## src/rtl/pic_pkg.sv

```systemverilog
// Shared register map, claim word layout and helpers for the priority interrupt controller.
package pic_pkg;

  localparam logic [31:0] PIC_ENABLE  = 32'd0;
  localparam logic [31:0] PIC_PENDING = 32'd1;
  localparam logic [31:0] PIC_CLEAR   = 32'd2;
  localparam logic [31:0] PIC_TYPE    = 32'd3;
  localparam logic [31:0] PIC_POL     = 32'd4;
  localparam logic [31:0] PIC_CLAIM   = 32'd5;
  localparam logic [31:0] PIC_RAW     = 32'd6;

  // CLAIM valid flag sits this many bits below the data MSB.
  localparam int PIC_CLAIM_VALID_FROM_MSB = 0;
  localparam int PIC_MAX_ID_W             = 8;

  typedef struct packed {
    logic                    valid;
    logic [PIC_MAX_ID_W-1:0] id;
  } pic_claim_t;

  function automatic int pic_id_width(input int n);
    return (n > 1) ? $clog2(n) : 1;
  endfunction

endpackage

```

## src/rtl/pic_if.sv

```systemverilog
// CPU register bus between the processor (master) and the interrupt controller (slave).
interface pic_if #(
  parameter int ADDR_WIDTH = 5,
  parameter int DATA_WIDTH = 32
);
  logic                  cpu_read;
  logic                  cpu_write;
  logic [ADDR_WIDTH-1:0] cpu_address;
  logic [DATA_WIDTH-1:0] cpu_write_data;
  logic [DATA_WIDTH-1:0] cpu_read_data;
  logic                  cpu_access_complete;

  modport master (
    output cpu_read, cpu_write, cpu_address, cpu_write_data,
    input  cpu_read_data, cpu_access_complete
  );

  modport slave (
    input  cpu_read, cpu_write, cpu_address, cpu_write_data,
    output cpu_read_data, cpu_access_complete
  );
endinterface

```

## src/rtl/pic_prio_enc.sv

```systemverilog
// Find-first-set over N request bits: lowest set index wins.
module pic_prio_enc #(
  parameter int N    = 16,
  parameter int ID_W = 4
) (
  input  logic [N-1:0]    req,
  output logic            found,
  output logic [ID_W-1:0] id
);

  always_comb begin
    found = 1'b0;
    id    = '0;
    // Scan downwards so the lowest set index is the last one written.
    for (int i = N - 1; i >= 0; i--) begin
      if (req[i]) begin
        found = 1'b1;
        id    = ID_W'(i);
      end
    end
  end

endmodule

```

## src/rtl/priority_interrupt_controller.sv

```systemverilog
// Fixed-priority interrupt controller with claim/complete handshake.
// Define PIC_INPUT_SYNC_EN to insert a 2-flop synchronizer ahead of the input register.
module priority_interrupt_controller
  import pic_pkg::*;
#(
  parameter  int NUM_IRQ    = 16,
  parameter  int ADDR_WIDTH = 5,
  parameter  int DATA_WIDTH = 32,
  localparam int ID_W       = pic_id_width(NUM_IRQ)
) (
  input  logic               clk,
  input  logic               reset_n,
  input  logic [NUM_IRQ-1:0] ext_intr,
  pic_if.slave               bus,
  output logic               cpu_irq,
  output logic [ID_W-1:0]    cpu_irq_id
);

  localparam int VALID_BIT = DATA_WIDTH - 1 - PIC_CLAIM_VALID_FROM_MSB;

  logic [NUM_IRQ-1:0]    in_q, in_d, x, x_prev_q, edge_det;
  logic [NUM_IRQ-1:0]    enable_q, enable_d, type_q, type_d, pol_q, pol_d;
  logic [NUM_IRQ-1:0]    pending_q, pending_d, inj_q, inj_d;
  logic [NUM_IRQ-1:0]    w1s, w1c, claim_clr, busy_mask, cand;
  logic                  in_service_q, in_service_d;
  logic [ID_W-1:0]       svc_id_q, svc_id_d;
  logic                  cpu_irq_q, cpu_irq_d;
  logic [DATA_WIDTH-1:0] rdata_q, rdata_d, rd_mux, claim_word;
  logic                  ack_q, ack_d;
  logic                  enc_found, claim_fire, complete_hit;
  logic [ID_W-1:0]       enc_id;
  logic [31:0]           word;
  pic_claim_t            claim;
  logic                  unused_bits;

`ifdef PIC_INPUT_SYNC_EN
  logic [NUM_IRQ-1:0] sync1_q, sync2_q;

  always_ff @(posedge clk or negedge reset_n) begin
    if (!reset_n) begin
      sync1_q <= '0;
      sync2_q <= '0;
    end else begin
      sync1_q <= ext_intr;
      sync2_q <= sync1_q;
    end
  end

  assign in_d = sync2_q;
`else
  assign in_d = ext_intr;
`endif

  // Conditioned input: high means "asserted" regardless of polarity.
  assign x        = in_q ^ ~pol_q;
  assign edge_det = x & ~x_prev_q;
  assign word     = 32'(bus.cpu_address[ADDR_WIDTH-1:2]);
  assign cand     = pending_q & enable_q & ~busy_mask;

  pic_prio_enc #(
    .N    (NUM_IRQ),
    .ID_W (ID_W)
  ) u_prio_enc (
    .req   (cand),
    .found (enc_found),
    .id    (enc_id)
  );

  always_comb begin
    enable_d = enable_q;
    type_d   = type_q;
    pol_d    = pol_q;
    w1s      = '0;
    w1c      = '0;
    if (bus.cpu_write) begin
      case (word)
        PIC_ENABLE:  enable_d = bus.cpu_write_data[NUM_IRQ-1:0];
        PIC_PENDING: w1s      = bus.cpu_write_data[NUM_IRQ-1:0];
        PIC_CLEAR:   w1c      = bus.cpu_write_data[NUM_IRQ-1:0];
        PIC_TYPE:    type_d   = bus.cpu_write_data[NUM_IRQ-1:0];
        PIC_POL:     pol_d    = bus.cpu_write_data[NUM_IRQ-1:0];
        default:     ;
      endcase
    end
  end

  always_comb begin
    claim.valid = enc_found & ~in_service_q;
    claim.id    = PIC_MAX_ID_W'(enc_id);
    claim_word  = '0;
    if (claim.valid) begin
      claim_word[VALID_BIT]  = 1'b1;
      claim_word[ID_W-1:0]   = claim.id[ID_W-1:0];
    end

    claim_fire   = bus.cpu_read && (word == PIC_CLAIM) && claim.valid;
    complete_hit = bus.cpu_write && (word == PIC_CLAIM) && in_service_q &&
                   (bus.cpu_write_data[ID_W-1:0] == svc_id_q);
    claim_clr    = claim_fire ? (NUM_IRQ'(1) << enc_id) : '0;

    in_service_d = in_service_q;
    svc_id_d     = svc_id_q;
    if (complete_hit) begin
      in_service_d = 1'b0;
    end
    if (claim_fire) begin
      in_service_d = 1'b1;
      svc_id_d     = enc_id;
    end

    // Raised only while idle; a claim in this cycle drops it on the next edge.
    cpu_irq_d = (|cand) && !in_service_q && !claim_fire;
  end

  for (genvar gi = 0; gi < NUM_IRQ; gi++) begin : g_src
    logic set_e, clr_e;
    assign set_e          = edge_det[gi] | w1s[gi];
    assign clr_e          = w1c[gi] | claim_clr[gi];
    assign inj_d[gi]      = ~type_q[gi] & ((inj_q[gi] & ~w1c[gi]) | w1s[gi]);
    assign pending_d[gi]  = type_q[gi] ? ((pending_q[gi] & ~clr_e) | set_e)
                                       : (x[gi] | inj_d[gi]);
    assign busy_mask[gi]  = in_service_q && (svc_id_q == ID_W'(gi));
  end

  // Reads observe the state as it was before this cycle's updates.
  always_comb begin
    rd_mux = '0;
    case (word)
      PIC_ENABLE:  rd_mux = DATA_WIDTH'(enable_q);
      PIC_PENDING: rd_mux = DATA_WIDTH'(pending_q);
      PIC_TYPE:    rd_mux = DATA_WIDTH'(type_q);
      PIC_POL:     rd_mux = DATA_WIDTH'(pol_q);
      PIC_CLAIM:   rd_mux = claim_word;
      PIC_RAW:     rd_mux = DATA_WIDTH'(x);
      default:     rd_mux = '0;
    endcase
    rdata_d = bus.cpu_read ? rd_mux : '0;
    ack_d   = bus.cpu_read | bus.cpu_write;
  end

  always_ff @(posedge clk or negedge reset_n) begin
    if (!reset_n) begin
      in_q         <= '0;
      x_prev_q     <= '0;
      enable_q     <= '0;
      type_q       <= '0;
      pol_q        <= '1;
      pending_q    <= '0;
      inj_q        <= '0;
      in_service_q <= 1'b0;
      svc_id_q     <= '0;
      cpu_irq_q    <= 1'b0;
      rdata_q      <= '0;
      ack_q        <= 1'b0;
    end else begin
      in_q         <= in_d;
      x_prev_q     <= x;
      enable_q     <= enable_d;
      type_q       <= type_d;
      pol_q        <= pol_d;
      pending_q    <= pending_d;
      inj_q        <= inj_d;
      in_service_q <= in_service_d;
      svc_id_q     <= svc_id_d;
      cpu_irq_q    <= cpu_irq_d;
      rdata_q      <= rdata_d;
      ack_q        <= ack_d;
    end
  end

  assign cpu_irq                 = cpu_irq_q;
  assign cpu_irq_id              = enc_id;
  assign bus.cpu_read_data       = rdata_q;
  assign bus.cpu_access_complete = ack_q;
  assign unused_bits             = ^{bus.cpu_write_data, bus.cpu_address[1:0], claim};

endmodule

```

## src/flat_wrapper.sv

```systemverilog
// flat-port wrapper written by rule: the top's interface ports become plain ports
module priority_interrupt_controller_flat import pic_pkg::*;
#(
  parameter  int NUM_IRQ    = 16,
  parameter  int ADDR_WIDTH = 5,
  parameter  int DATA_WIDTH = 32,
  localparam int ID_W       = pic_id_width(NUM_IRQ)
)
  (clk, reset_n, ext_intr, cpu_irq, cpu_irq_id, bus_cpu_read, bus_cpu_write, bus_cpu_address, bus_cpu_write_data, bus_cpu_read_data, bus_cpu_access_complete);
  pic_if #(.ADDR_WIDTH(ADDR_WIDTH), .DATA_WIDTH(DATA_WIDTH)) bus_i ();
  input  logic clk;
  input  logic reset_n;
  input  logic [NUM_IRQ-1:0] ext_intr;
  output logic cpu_irq;
  output logic [ID_W-1:0] cpu_irq_id;
  input wire logic [$bits(bus_i.cpu_read)-1:0] bus_cpu_read;
  input wire logic [$bits(bus_i.cpu_write)-1:0] bus_cpu_write;
  input wire logic [$bits(bus_i.cpu_address)-1:0] bus_cpu_address;
  input wire logic [$bits(bus_i.cpu_write_data)-1:0] bus_cpu_write_data;
  output wire logic [$bits(bus_i.cpu_read_data)-1:0] bus_cpu_read_data;
  output wire logic [$bits(bus_i.cpu_access_complete)-1:0] bus_cpu_access_complete;
  assign bus_i.cpu_read = bus_cpu_read;
  assign bus_i.cpu_write = bus_cpu_write;
  assign bus_i.cpu_address = bus_cpu_address;
  assign bus_i.cpu_write_data = bus_cpu_write_data;
  assign bus_cpu_read_data = bus_i.cpu_read_data;
  assign bus_cpu_access_complete = bus_i.cpu_access_complete;
  priority_interrupt_controller #(.NUM_IRQ(NUM_IRQ), .ADDR_WIDTH(ADDR_WIDTH), .DATA_WIDTH(DATA_WIDTH)) u_core (.clk(clk), .reset_n(reset_n), .ext_intr(ext_intr), .bus(bus_i), .cpu_irq(cpu_irq), .cpu_irq_id(cpu_irq_id));
endmodule
```

## config.mk

```make
export PLATFORM = sky130hd
export DESIGN_NAME = priority_interrupt_controller_flat
export DESIGN_NICKNAME = d
export VERILOG_FILES = /design/src/rtl/pic_pkg.sv /design/src/rtl/pic_if.sv /design/src/rtl/pic_prio_enc.sv /design/src/rtl/priority_interrupt_controller.sv /design/src/flat_wrapper.sv
export SDC_FILE = /design/constraint.sdc
export NUM_CORES = 1
export LEC_CHECK = 0
export ABC_AREA = 1
export ABC_CLOCK_PERIOD_IN_PS = 4300
export CAP_MARGIN = 20
export CORE_ASPECT_RATIO = 0.6
export CORE_UTILIZATION = 55
export CTS_CLUSTER_SIZE = 20
export DETAILED_ROUTE_END_ITERATION = 10
export GPL_ROUTABILITY_DRIVEN = 0
export HOLD_SLACK_MARGIN = 0.06
export PLACE_DENSITY = 0.85
export REMOVE_ABC_BUFFERS = 1
export SYNTH_ARGS = -nofsm -noshare
export SYNTH_HDL_FRONTEND = slang
export SYNTH_HIERARCHICAL = 1
export SYNTH_SLANG_ARGS = --single-unit
```

## constraint.sdc

```tcl
create_clock -name clk -period 4.3 [get_ports clk]
set_input_delay 0.43 -clock clk [delete_from_list [all_inputs] [get_ports clk]]
set_output_delay 0.43 -clock clk [all_outputs]
set_load 0.02 [all_outputs]
```

Word-level counts from Yosys, hierarchy flattened
Cells that the tools add are included.

word-level totals
  register bits after elaboration = 151
  input bits = 57
  output and inout port bits = 38
  word-level logic and storage cells = 312

operators by class
  equality and inequality tests = 22
  shifts and indexed selects = 1
  multiplexer cells = 59
  bitwise gates (word level) = 186
  reductions and logical operators = 32

operator list
  cell                  number
  $pmux 32 s6           1
  $or 1x1->1            81
  $mux 16               5
  $mux 4                17
  $and 1x1->1           49
  $not 1->1             49
  $and 16x16->16        3
  $not 16->16           3
  $mux 1                35
  $eq 4x4->1 const B    8
  $logic_not 32->1      1
  $mux 32               1
  $logic_and 1x1->1     23
  $eq 4x3->1 const B    4
  $reduce_or 16->1      1
  $shl 1x4->16 const A  1
  $xor 16x16->16        1
  $eq 3x3->1 const B    3
  $eq 4x2->1 const B    2
  $eq 3x2->1 const B    2
  $reduce_and 2->1      3
  $eq 4x1->1 const B    1
  $eq 4x4->1            1
  $logic_not 4->1       1
  other kinds (3)       4

Logic depth before layout (Yosys ltp)
  depth after elaboration = 28
  gate-level depth with buffers = 27
  gate-level depth less buffers = 27

Hierarchy
The synthesis kept the hierarchy.

modules (own cells, without submodules)
  module                         times used  cells each  area an instance (um^2)  sequential area each (um^2)
  priority_interrupt_controller  1           822         6623.9                   3423.3
  pic_prio_enc                   1           49          209.0                    0.0

Least setup slack after synthesis
OpenSTA, ideal clock, no wires.

  path type = register to register
  start point = reg u_core.svc_id_q[0]
  end point = reg u_core.pending_q[10]
  setup time = 0.113 ns
  arrival = 2.742 ns
  required time = 4.187 ns
  setup slack = 1.445 ns
  stages on the path, launching flop included = 17
  buffers on the path = 0
  clock period less this slack = 2.855 ns
  cell sequence = dfrtp_1 inv_1 nand3_1 o21bai_1 inv_1 inv_1 nand2_1 nor3_1 inv_1 nor3_1 clkinv_1 nor2_4 nand2_1 nand2_1 nand2_1 nand2_1 inv_1

between the ends
  elaborated cells between the ends (all ways) = 75
  those cells by class = eq/ne: 15; shift: 1; mux: 34; bitwise: 7; reduce/logical: 18

RTL lines
  item                      RTL line                              text
  start: declaration        priority_interrupt_controller.sv:26   logic [ID_W-1:0] svc_id_q, svc_id_d;
  start signal: assignment  priority_interrupt_controller.sv:164  svc_id_q <= svc_id_d;
  $eq 4x2->1                priority_interrupt_controller.sv:122  assign busy_mask[gi] = in_service_q && (svc_id_q == ID_W'(gi));
  $logic_and 1x1->1         priority_interrupt_controller.sv:122
  $not 16->16               priority_interrupt_controller.sv:58   assign cand = pending_q & enable_q & ~busy_mask;
  $and 16x16->16            priority_interrupt_controller.sv:58
  net u_core.cand[2]        priority_interrupt_controller.sv:24   logic [NUM_IRQ-1:0] w1s, w1c, claim_clr, busy_mask, cand;
  $mux 4 (3 in series)      pic_prio_enc.sv:16                    if (req[i]) begin
  net cpu_irq_id[3]         flat_wrapper.sv:15                    output logic [ID_W-1:0] cpu_irq_id;
  $shl 1x4->16              priority_interrupt_controller.sv:99   claim_clr = claim_fire ? (NUM_IRQ'(1) << enc_id) : '0;
  $mux 16                   priority_interrupt_controller.sv:99
  $or 1x1->1                priority_interrupt_controller.sv:118  assign clr_e = w1c[gi] | claim_clr[gi];
  $not 1->1                 priority_interrupt_controller.sv:120  assign pending_d[gi] = type_q[gi] ? ((pending_q[gi] & ~clr_e) | set_e)
  $and 1x1->1               priority_interrupt_controller.sv:120
  $or 1x1->1                priority_interrupt_controller.sv:120
  $mux 1                    priority_interrupt_controller.sv:120
  net u_core.pending_d[10]  priority_interrupt_controller.sv:23   logic [NUM_IRQ-1:0] pending_q, pending_d, inj_q, inj_d;
  end signal: assignment    priority_interrupt_controller.sv:161  pending_q <= pending_d;
  end: declaration          priority_interrupt_controller.sv:23

The timed path passes the listed nets, and every way through them passes these cells.
A chain may end at the register's enable or synchronous reset.

Worst setup path after layout
  start point = reg u_core.in_service_q
  end point = out cpu_irq_id[1]

between the ends
  elaborated cells between the ends (all ways) = 34
  those cells by class = mux: 16; bitwise: 2; reduce/logical: 16

RTL lines
  item                      RTL line                              text
  start: declaration        priority_interrupt_controller.sv:25   logic in_service_q, in_service_d;
  start signal: assignment  priority_interrupt_controller.sv:163  in_service_q <= in_service_d;
  $logic_and 1x1->1         priority_interrupt_controller.sv:122
  $not 16->16               priority_interrupt_controller.sv:58
  $and 16x16->16            priority_interrupt_controller.sv:58
  net u_core.cand[13]       priority_interrupt_controller.sv:24
  $mux 4 (14 in series)     pic_prio_enc.sv:16
  end: declaration          flat_wrapper.sv:15

The timed path passes the listed nets, and every way through them passes these cells.

==> results.yml <==
run_status:
  outcome: "completed"
synthesis:
  synth_top_area_share_pct: 43.95
  synth-edff-count: 0
  ys.flop_type: "dfrtp_1"
  ys_types: 37
  yosys.area.top_type: "dfrtp_1"
  netlist_area_um2: 6833
  ys_seq_area_share_pct: 50.10
  syn_area_per_cell_um2: 7.845
  synthCells: 871
  synthTopCellsByArea: "dfrtp_1 (44%), nand2_1 (13%), dfstp_2 (6.2%)"
  ys_ff_latch: 136
  ys_warn_count: 6
  async_reset_ff_share_pct: 100.0
sta:
  grt_setup_unrepaired: "false"
  clock-skew-final_ps: 8.341
  period_minus_slack_ps: 3776
  fin_ws_ps: 524.2
  final-max-slew-violation-count: 0
  finalSetupViolCount: 0
  tns_ps: 0
  finalHoldViolations: 0
  slew-limit-headroom_pct: 25.20
  fmax_ghz: 0.2648
  worst_slew_pin_slew_ps: 1119
  period_share_pct: 87.81
cts:
  clockRootBuffer: "clkbuf_16"
  cts_setup_buffers: 0
  hold_buffers: 0
  cts_buffers: 17
  htreeDepth: 4
  ctsResizeCount: 0
  cts_tree: "yes"
  cts_buffer_depth: 2
  clk_latency_ps: 420
  clkTransAtPathRegs_ps: 60
  numClockSinks: 136
worst_setup_path:
  reg2reg_depth: 16
  cp.required_ps: 3870
  worstPathArrival_ps: 3350
  cpLargestDelayFamily: "simple AND/OR/NAND/NOR gates"
  cp.buffers_inverters: 4
  critPathMaxStageDelay_ps: 610
  critPathLaunchType: "flip-flop"
  crit_path_cell_trace: "nand3_1 -> o21bai_1 -> inv_1 -> inv_1 -> nand3_1 -> nand3_1 -> nand3_1 -> nand3_1 -> a21oi_1 -> nor3_1 -> buf_4 -> clkdlybuf4s50_1"
  cp-end-kind: "output port"
  crit_fanout: 8
  cp_slowest_cell: "nor3_1"
  cp_common_cell: "nand3_1"
  worstSetupPathType: "flip-flop to output port"
  path_depth: 12
routing:
  dr.first_iter.drc_count: 806
  drt-total-wl_mm: 17.70
  drc: 0
  firstDrtPassIters: 9
  num_vias: 6148
  viasPerCell: 5.539
  wl_per_cell_um: 15.95
  ant_nets: 0
grt:
  grt_pass1_wl_mm: 28.33
  overflow: 0
  grt_pass1_vias: 5587
  track_usage_pct: 29.21
  antenna_found_initial: 0
  grt_max_degree: 112
power:
  p_per_area_nw_per_um2: 520.8
  power_leakage_nw: 3.952
  ir_worst_vdd_mv: 0.3205
worst_hold_path:
  hold_path.class: "primary input to async pin"
floorplanning:
  fp.dieW_um: 145.9
  core-area_um2: 12060
  die_h_um: 88.34
  die_area_um2: 12890
  rows: 31
  initial_core_util_pct: 56.64
  ios: 95
layout:
  nNetsFinal: 990
  nFillCells: 982
  drive_gt1_share_pct: 7.619
  syn2layout_area_growth_pct: 18.48
  antenna_cells: 0
placed_design:
  port_buffers: 61
  pre_cts_ws_ps: 1116
  dpl.hpwl_mm: 11.51
job:
  cap_violations: 0
[metrics by stage]
step / instances / instance area [um^2] / total power, W / util (%) / hold WS (ps)
after floorplan: 844 / 6609 / 0.002404 / - / 134.4
after global placement: 1075 / 7465 / 0.002752 / 61.88 / 453.1
after detailed placement: 1075 / 7465 / 0.002789 / 61.88 / 452.9
after CTS: 1106 / 8023 / 0.004185 / 66.51 / 183.5
after global routing: 1110 / 8095 / 0.004439 / 67.11 / 224.6
final: 1110 / 8095 / 0.004216 / 67.11 / 122.2
[report_power, final]
group          switching [W]  internal (W)  total (W)
Combinational       0.000724      0.000401    0.00113
Sequential          0.000170       0.00153    0.00170
Clock               0.000530      0.000860    0.00139
Total                0.00142       0.00279    0.00422
[sequential cells by signal, summed over array words and instances, names as in the netlist]
name / count
u_core/bus.cpu_read_data: 17
u_core/type_q: 16
u_core/in_service_q: 1
u_core/pol_q: 16
u_core/in_q: 16
u_core/pending_q: 16
u_core/bus.cpu_access_complete: 1
u_core/x_prev_q: 16
u_core/inj_q: 16
u_core/cpu_irq: 1
u_core/enable_q: 16
u_core/svc_id_q: 4
[layer usage]
layer | global-route usage, % | routed length [um] | up-vias
met5 | 0 | 0 | -
met4 | 10.14 | 347 | 0
met2 | 42.24 | 7257 | 354
li1 | - | - | 2878
met1 | 41.66 | 7965 | 2871
met3 | 9.227 | 2128 | 45
[synthesized netlist by cell type, types with 12 or more instances]
master and n:
buf_4 24, a21oi_1 39, o21bai_1 13, inv_1 107, buf_2 12, nor3_1 12
o21ai_0 80, dfstp_2 16, nand3_1 64, a31oi_1 12, nor2_1 74, nand2_1 229
dfrtp_1 120, xnor2_1 14
[cells by family after synthesis]
kind of cell	share of synthesized area (%)
buf+inv	10.53
other cells	0.05488
compound gates	12.96
simple gates	24.30
flops	50.10
xor+xnor	2.051
[layout by cell type, fill, tap and decap left out, types with 4 or more instances in the layout]
master,instances
clkbuf_1,4
conb_1,15
nand4_1,8
clkbuf_16,17
clkdlybuf4s50_1,60
o21bai_1,13
a21oi_1,39
nand3_1,64
inv_1,107
a21boi_1,5
a31oi_1,12
o21ai_0,80
buf_4,5
inv_2,9
nor3_1,12
nor2_1,74
xnor2_1,14
o21ai_1,4
dfrtp_1,120
clkinv_2,4
dfstp_2,16
a21boi_0,5
nand2_1,229
[final timing paths]
path,endpoint,slack (ps),from
max,cpu_irq_id[1],520,u_core/in_service_q
min,u_core/in_q[2],120,reset_n
max reg2reg,u_core/pending_q[11],1030,u_core/svc_id_q[0]
min reg2reg,u_core/x_prev_q[13],460,u_core/in_q[13]
max in group asynchronous,u_core/pol_q[4],3180,reset_n
min in group clk,u_core/in_q[14],440,ext_intr[14]
[final cells by class]
class	count	area, um^2	area share (%)
Sequential cell	136	3423	42.29
Tap cell	165	206.4	2.550
Inverter	118	442.9	5.471
Clock inverter	9	103.9	1.283
Clock buffer	22	454.2	5.611
Timing Repair Buffer	70	721.9	8.918
Multi-Input combinational cell	590	2743	33.88
No activity file was read; power rests on OpenSTA's default activity.
